==> src/rtl/teclado_pkg.sv <==
// Shared types and constants for the multi-channel keypad debouncer.
package teclado_pkg;

    typedef enum logic [1:0] {
        OCIOSA,
        CONFIRMANDO,
        PRESSIONADA,
        SOLTANDO
    } estado_t;

    localparam int N_CANAIS_PADRAO = 10;
    localparam int N_ATRASO_PADRAO = 4;

    // Counter must hold the larger of the debounce and repeat limits without wrapping.
    function automatic int largura_cnt(input int atraso, input int repeticao);
        int maior;
        maior = (atraso > repeticao) ? atraso : repeticao;
        return $clog2(maior + 1);
    endfunction

endpackage

==> src/rtl/debounce_canal.sv <==
// One keypad channel: debounce FSM with a saturating counter.
// Optional auto-repeat while held is built when DEBOUNCE_AUTO_REPEAT_EN is defined.
module debounce_canal
    import teclado_pkg::*;
#(
    parameter int N_ATRASO    = N_ATRASO_PADRAO,
    parameter int N_REPETICAO = 25
) (
    input  logic Clock,
    input  logic Clear,
    input  logic tecla,
    output logic estavel,
    output logic pulso
);

    localparam int CNT_W = largura_cnt(N_ATRASO, N_REPETICAO);
    localparam logic [CNT_W-1:0] ULTIMO = CNT_W'(N_ATRASO - 1);
`ifdef DEBOUNCE_AUTO_REPEAT_EN
    localparam logic [CNT_W-1:0] ULTIMO_REP = CNT_W'(N_REPETICAO - 1);
`endif

    estado_t          r_estado;
    logic [CNT_W-1:0] r_cnt;
    logic             r_estavel;
    logic             r_pulso;

    always_ff @(posedge Clock) begin
        if (Clear) begin
            r_estado  <= OCIOSA;
            r_cnt     <= '0;
            r_estavel <= 1'b0;
            r_pulso   <= 1'b0;
        end else begin
            r_pulso <= 1'b0;
            unique case (r_estado)
                OCIOSA: begin
                    if (tecla) begin
                        r_estado <= CONFIRMANDO;
                        r_cnt    <= CNT_W'(1);
                    end else begin
                        r_cnt <= '0;
                    end
                end
                CONFIRMANDO: begin
                    if (!tecla) begin
                        r_estado <= OCIOSA;
                        r_cnt    <= '0;
                    end else if (r_cnt == ULTIMO) begin
                        r_estado  <= PRESSIONADA;
                        r_estavel <= 1'b1;
                        r_pulso   <= 1'b1;
                        r_cnt     <= '0;
                    end else begin
                        r_cnt <= r_cnt + 1'b1;
                    end
                end
                PRESSIONADA: begin
                    if (!tecla) begin
                        r_estado <= SOLTANDO;
                        r_cnt    <= CNT_W'(1);
                    end else begin
`ifdef DEBOUNCE_AUTO_REPEAT_EN
                        if (r_cnt == ULTIMO_REP) begin
                            r_pulso <= 1'b1;
                            r_cnt   <= '0;
                        end else begin
                            r_cnt <= r_cnt + 1'b1;
                        end
`else
                        r_cnt <= '0;
`endif
                    end
                end
                SOLTANDO: begin
                    // A bounce back high resumes the hold without a new press event.
                    if (tecla) begin
                        r_estado <= PRESSIONADA;
                        r_cnt    <= '0;
                    end else if (r_cnt == ULTIMO) begin
                        r_estado  <= OCIOSA;
                        r_estavel <= 1'b0;
                        r_cnt     <= '0;
                    end else begin
                        r_cnt <= r_cnt + 1'b1;
                    end
                end
                default: begin
                    r_estado <= OCIOSA;
                    r_cnt    <= '0;
                end
            endcase
        end
    end

    assign estavel = r_estavel;
    assign pulso   = r_pulso;

endmodule

==> src/rtl/debounce_teclado_n.sv <==
// Multi-channel keypad debouncer with a registered lowest-index priority encoder.
// Auto-repeat is enabled per channel by defining DEBOUNCE_AUTO_REPEAT_EN.
module debounce_teclado_n
    import teclado_pkg::*;
#(
    parameter int N_CANAIS    = N_CANAIS_PADRAO,
    parameter int N_ATRASO    = N_ATRASO_PADRAO,
    parameter int N_REPETICAO = 25,
    localparam int COD_W      = $clog2(N_CANAIS)
) (
    input  logic                Clock,
    input  logic                Clear,
    input  logic [N_CANAIS-1:0] tecla,
    output logic [N_CANAIS-1:0] estavel,
    output logic [N_CANAIS-1:0] pulso,
    output logic [COD_W-1:0]    codigo,
    output logic                valido
);

    logic [N_CANAIS-1:0] w_pulso;
    logic [COD_W-1:0]    w_indice;
    logic [COD_W-1:0]    r_codigo;
    logic                r_valido;

    for (genvar g = 0; g < N_CANAIS; g++) begin : g_canal
        debounce_canal #(
            .N_ATRASO   (N_ATRASO),
            .N_REPETICAO(N_REPETICAO)
        ) u_canal (
            .Clock  (Clock),
            .Clear  (Clear),
            .tecla  (tecla[g]),
            .estavel(estavel[g]),
            .pulso  (w_pulso[g])
        );
    end

    // Scan downwards so the lowest set index is the last one written.
    always_comb begin
        w_indice = '0;
        for (int i = N_CANAIS - 1; i >= 0; i--) begin
            if (w_pulso[i]) begin
                w_indice = COD_W'(i);
            end
        end
    end

    always_ff @(posedge Clock) begin
        if (Clear) begin
            r_codigo <= '0;
            r_valido <= 1'b0;
        end else if (|w_pulso) begin
            r_codigo <= w_indice;
            r_valido <= 1'b1;
        end else begin
            r_valido <= 1'b0;
        end
    end

    assign pulso  = w_pulso;
    assign codigo = r_codigo;
    assign valido = r_valido;

endmodule

==> config.mk <==
export PLATFORM = sky130hd
export DESIGN_NAME = debounce_teclado_n
export DESIGN_NICKNAME = d
export VERILOG_FILES = /design/src/rtl/teclado_pkg.sv /design/src/rtl/debounce_canal.sv /design/src/rtl/debounce_teclado_n.sv
export SDC_FILE = /design/constraint.sdc
export NUM_CORES = 1
export LEC_CHECK = 0
export CORE_AREA = 2 2 96 98
export DETAILED_ROUTE_END_ITERATION = 8
export DIE_AREA = 0 0 98 100
export GPL_TIMING_DRIVEN = 0
export MAX_ROUTING_LAYER = met4
export PLACE_DENSITY_LB_ADDON = 0.25
export SLEW_MARGIN = 0
export SYNTH_ARGS = -nofsm -noshare
export SYNTH_HDL_FRONTEND = slang
export SYNTH_HIERARCHICAL = 1
export SYNTH_SLANG_ARGS = --single-unit
==> constraint.sdc <==
create_clock -name Clock -period 1.5 [get_ports Clock]
set_input_delay 0.3 -clock Clock [delete_from_list [all_inputs] [get_ports Clock]]
set_output_delay 0.3 -clock Clock [all_outputs]
set_load 0.005 [all_outputs]
After elaboration in Yosys (flattened, before gate mapping)
Index checks and enable logic that the tools add are counted.
- register bits after elaboration: 95
- output and inout port bits: 25
- input port bits: 12
- reduce and logical (&&, ||, !) cells: 51
- eq/ne operators: 120
- mux-type cells: 201
- bitwise gates (word level): 20
- $add $sub $neg: 10
- operators with widths (kind ; number):
    $pmux 5 s4 ; 10
    $mux 5 ; 30
    $mux 2 ; 60
    $ne 2x2->1 const B ; 40
    $pmux 2 s4 ; 10
    $mux 1 ; 71
    $ne 3x2->1 const B ; 20
    $add 5x1->5 const B ; 10
    $eq 5x2->1 const B ; 10
    $reduce_and 5->1 ; 10
    $eq 2x2->1 const B ; 20
    $mux 4 ; 10
    $ne 2x1->1 const B ; 20
    $reduce_and 4->1 ; 10
    $reduce_or 3->1 ; 10
    $eq 2x1->1 const B ; 10
    $logic_not 2->1 ; 10
    $not 1->1 ; 20
    $pmux 1 s2 ; 10
    $reduce_bool 2->1 ; 10
    $reduce_or 10->1 ; 1

Depth between registers and ports, before layout
- depth in word-level cells: 10
- depth in mapped cells: 4

Hierarchy
The synthesis kept the hierarchy.
- modules (own cells, without submodules) (module ; sequential area each (µm²) ; area an instance (µm²) ; cells each ; instances):
    debounce_canal ; 180.2 ; 374.1 ; 37 ; 10
    debounce_teclado_n ; 100.1 ; 251.5 ; 29 ; 1

Worst setup path after synthesis
OpenSTA, ideal clock, no wires.
- path type: register to register
- start: reg g_canal[4].u_canal.r_pulso
- end: reg r_codigo[0] (netlist: codigo[0])
- path buffers: 0
- setup time: 0.066 ns
- arrival: 1.337 ns
- slack: 0.097 ns
- data required time: 1.434 ns
- cell stages (with the launch flop): 5
- period minus slack after synthesis: 1.403 ns
- cell sequence: dfxtp_1 or4_4 nor4_4 nand2_1 a21oi_2
- cells in the longest elaborated chain, start to end: 5
- elaborated cells between the ends (all ways): 6
- those cells by class: 5 x mux; 1 x reduce/logical
- RTL lines (element ; line ; RTL):
    start: declaration ; debounce_canal.sv:25 ; logic r_pulso;
    start signal: assignment ; debounce_canal.sv:32 ; r_pulso <= 1'b0;
    start signal: assignment ; debounce_canal.sv:34 ; r_pulso <= 1'b0;
    start signal: assignment ; debounce_canal.sv:51 ; r_pulso <= 1'b1;
    $mux 4 (5 in series) ; debounce_teclado_n.sv:42 ; if (w_pulso[i]) begin
    end signal: assignment ; debounce_teclado_n.sv:53 ; r_codigo <= w_indice;
    end: declaration ; debounce_teclado_n.sv:22 ; logic [COD_W-1:0] r_codigo;
Parallel ways exist; a longest one is shown, timed or not.
A chain may end at the register's enable or synchronous reset.

Worst setup path in the final report
- start: reg g_canal[0].u_canal.r_pulso
- end: reg r_codigo[0] (netlist: codigo[0])
- cells in the longest elaborated chain, start to end: 1
- elaborated cells between the ends (all ways): 2
- those cells by class: 1 x mux; 1 x reduce/logical
- RTL lines (element ; line):
    start: declaration ; debounce_canal.sv:25
    start signal: assignment ; debounce_canal.sv:32
    start signal: assignment ; debounce_canal.sv:34
    start signal: assignment ; debounce_canal.sv:51
    $reduce_or 10->1 / $mux 4 (equally long branches) ; debounce_teclado_n.sv:52, debounce_teclado_n.sv:42
Parallel ways exist; a longest one is shown, timed or not.

==> flow_summary.yaml <==
drt:
  postRouteWirelength_um: 7190
  ant_nets: 0
  num_vias: 3005
  post_detailed_route_wirelength_per_cell_um: 12.5
  initialDrtViolationCount: 95
  via_density_per_instance: 5.22
  drtPass1Iterations: 4
  post-route-drc-count: 0
synth:
  synth_fp_nets: 421
  ys_seq_area_share_pct: 47.6
  number_of_synthesized_register_bits: 95
  synthesis.instances: 399
  syn_area_mm2: 0.00399
  synth_cell_types: 29
  synth_warnings: 6
  post_synth.cell_area_avg_um2: 10.0
die:
  floorplan.initialDensity_pct: 44.9
  floorplan.core_area_mm2: 0.00889
  row_count: 35
  die-area_mm2: 0.00980
  die_x_um: 98
  dieHeight_um: 100
  design.portCount: 37
clocking:
  clock_tree.root_cell: "sky130_fd_sc_hd__clkbuf_8"
  cts.sink_count: 95
  hold_buffer_count_at_cts: 0
  tritoncts: "done"
  insertion_delay_to_the_later_sink_of_the_worst_skew_pair_ps: 360
  tritoncts.num_buffers: 9
  clk_pin_slew_ps: 90
  maximum_root_to_sink_buffer_count: 2
  cts-htree-levels: 3
critical_path:
  worst-r2r-cell-count: 4
  r2r_slack_ps: 6
  timing.critical_path.slowest_stage_cell: "sky130_fd_sc_hd__or4_4"
  critical_path_cell_sequence: "or4_4 -> nor4_4 -> nand2_1 -> a21oi_2"
  critPathCaptureType: "flip-flop"
  worstPathMaxFanout: 4
  critPathLaunchType: "flip-flop"
  critPathKind: "flip-flop to flip-flop"
  arrival_ps: 1780
  worstPathRequired_ps: 1780
  worst_path_largest_cell_delay_ps: 550
placed_design:
  post-place-cells: 546
  pre_cts_ws_ps: -1080
  finalWeightedCongestion: 0.763
  place_area_mm2: 0.00449
  portBuffers: 36
  hpwl_um: 5100
grt:
  overflow: 0
  globalRouteTotalUtil_pct: 16.0
  antenna_found_initial: 0
  largest_net_degree_at_the_start_of_global_routing: 36
  grt_pass1_vias: 2870
  first_pass_grt_wire_length_um: 12400
pwr:
  max-vdd-ir-drop_mv: 0.585
  total_power_w: 0.00467
  static-leakage-power_nw: 1.95
  power_per_cell_area_mw_per_mm2: 962
finish:
  insertedDiodeCount: 0
  final-instance-count-excl-fill: 576
  fill_cells: 797
  final-seq-area_mm2: 0.00195
  nNetsFinal: 482
  multi_input_area_mm2: 0.00198
  layout_common_cells: "sky130_fd_sc_hd__dfxtp_1 (70), sky130_fd_sc_hd__nor2_1 (35), sky130_fd_sc_hd__inv_1 (31)"
  share_of_final_layout_standard_cells_stronger_than_drive_strength_1_pct: 17.2
  finalInstanceArea_mm2: 0.00485
  final_common_cell: "sky130_fd_sc_hd__dfxtp_1"
  area_delta_synth_final_pct: 21.6
worst_hold_path:
  worstHoldPathCells: 2
  worstHoldPathType: "flip-flop to flip-flop"
sta:
  slew_headroom_pct: 51.9
  postLayoutSetupSlackWorst_ps: 6.31
  setup-tns-final_ps: 0
  tightestPinTransition_ps: 722
  rsz0062_at_grt: "yes"
  layout_skew_ps: 13.6
  setup_viol: 0
  period_minus_slack_ps: 1490
  max_clock_freq_mhz: 669
  hold_viol: 0
  final.period_utilization_pct: 99.6
  final-max-slew-violation-count: 0
run:
  maxCapViolCount: 0
outcome:
  status: "completed"
final cells by class:
type | instances | share of cell area (%)
sequential | 95 | 40.2
multi-input combinational | 273 | 40.7
clock inverter | 6 | 1.91
tap | 111 | 2.86
clock buffer | 10 | 2.84
timing repair buffer | 50 | 9.07
inverter | 31 | 2.40
routing by layer:
layer	wire (µm)	track usage, %
met1	3360	18.7
met2	3490	26.2
met3	213	3.62
met4	128	7.48
met5	0	-
metrics by stage:
stage	utilization, %	hold WS [ps]
after floorplan	-	362
after global placement	50.5	455
after detailed placement	50.5	465
after CTS	54.6	465
after global routing	54.6	518
final	54.6	472
cell families (layout without fill, tap and decap cells):
kind of cell	after synthesis	in the layout	synth area share [%]
fa+ha+maj	10	10	3.13
flops	95	95	47.6
simple gates	156	156	25.4
buf+inv	31	97	2.91
compound gates	67	67	12.1
xor+xnor	40	40	8.77
power by group:
part | total (W) | switching, W | internal (W) | leakage (nW)
clock network | 0.00188 | 0.000887 | 0.000993 | 0.109
registers | 0.00260 | 0.0000443 | 0.00255 | 0.786
logic | 0.000195 | 0.000103 | 0.0000922 | 1.06
total | 0.00467 | 0.00103 | 0.00364 | 1.95
final timing paths:
kind | startpoint | endpoint
max reg2reg | g_canal[0].u_canal/pulso | codigo[0]
min | codigo[0] | codigo[0]
min reg2reg | codigo[0] | codigo[0]
max | g_canal[0].u_canal/pulso | codigo[0]
synth_stat cells, drive strengths merged:
cell type	number	area, µm²
or4	2	18.8
xor2	30	263
inv	31	116
and2	20	125
o21ai	20	100
xnor2	10	87.6
o221ai	10	87.6
nor2b	1	6.26
a21o	1	7.51
nor3	13	65.1
a21boi	10	75.1
nor4b	10	238
nor2	35	131
nand3	40	250
ha	10	125
dfxtp	95	1900
nand2	22	82.6
a21oi	4	23.8
nor3b	1	7.51
o31ai	2	15.0
a211o	10	87.6
nor4	2	27.5
and3	10	62.6
o311ai	10	87.6
worst max-delay path: cells and delay by family (launching register included):
family          cells  cell delay, ps
compound gates      1             110
flops               1             360
simple gates        3             940
repair_timing:
item	in CTS	in global routing
resized for setup	59	5
buffers inserted	12	3
pin swaps	0	5
endpoints found under the setup margin	119	9
Note: power is estimated with default switching activity, not from simulation.
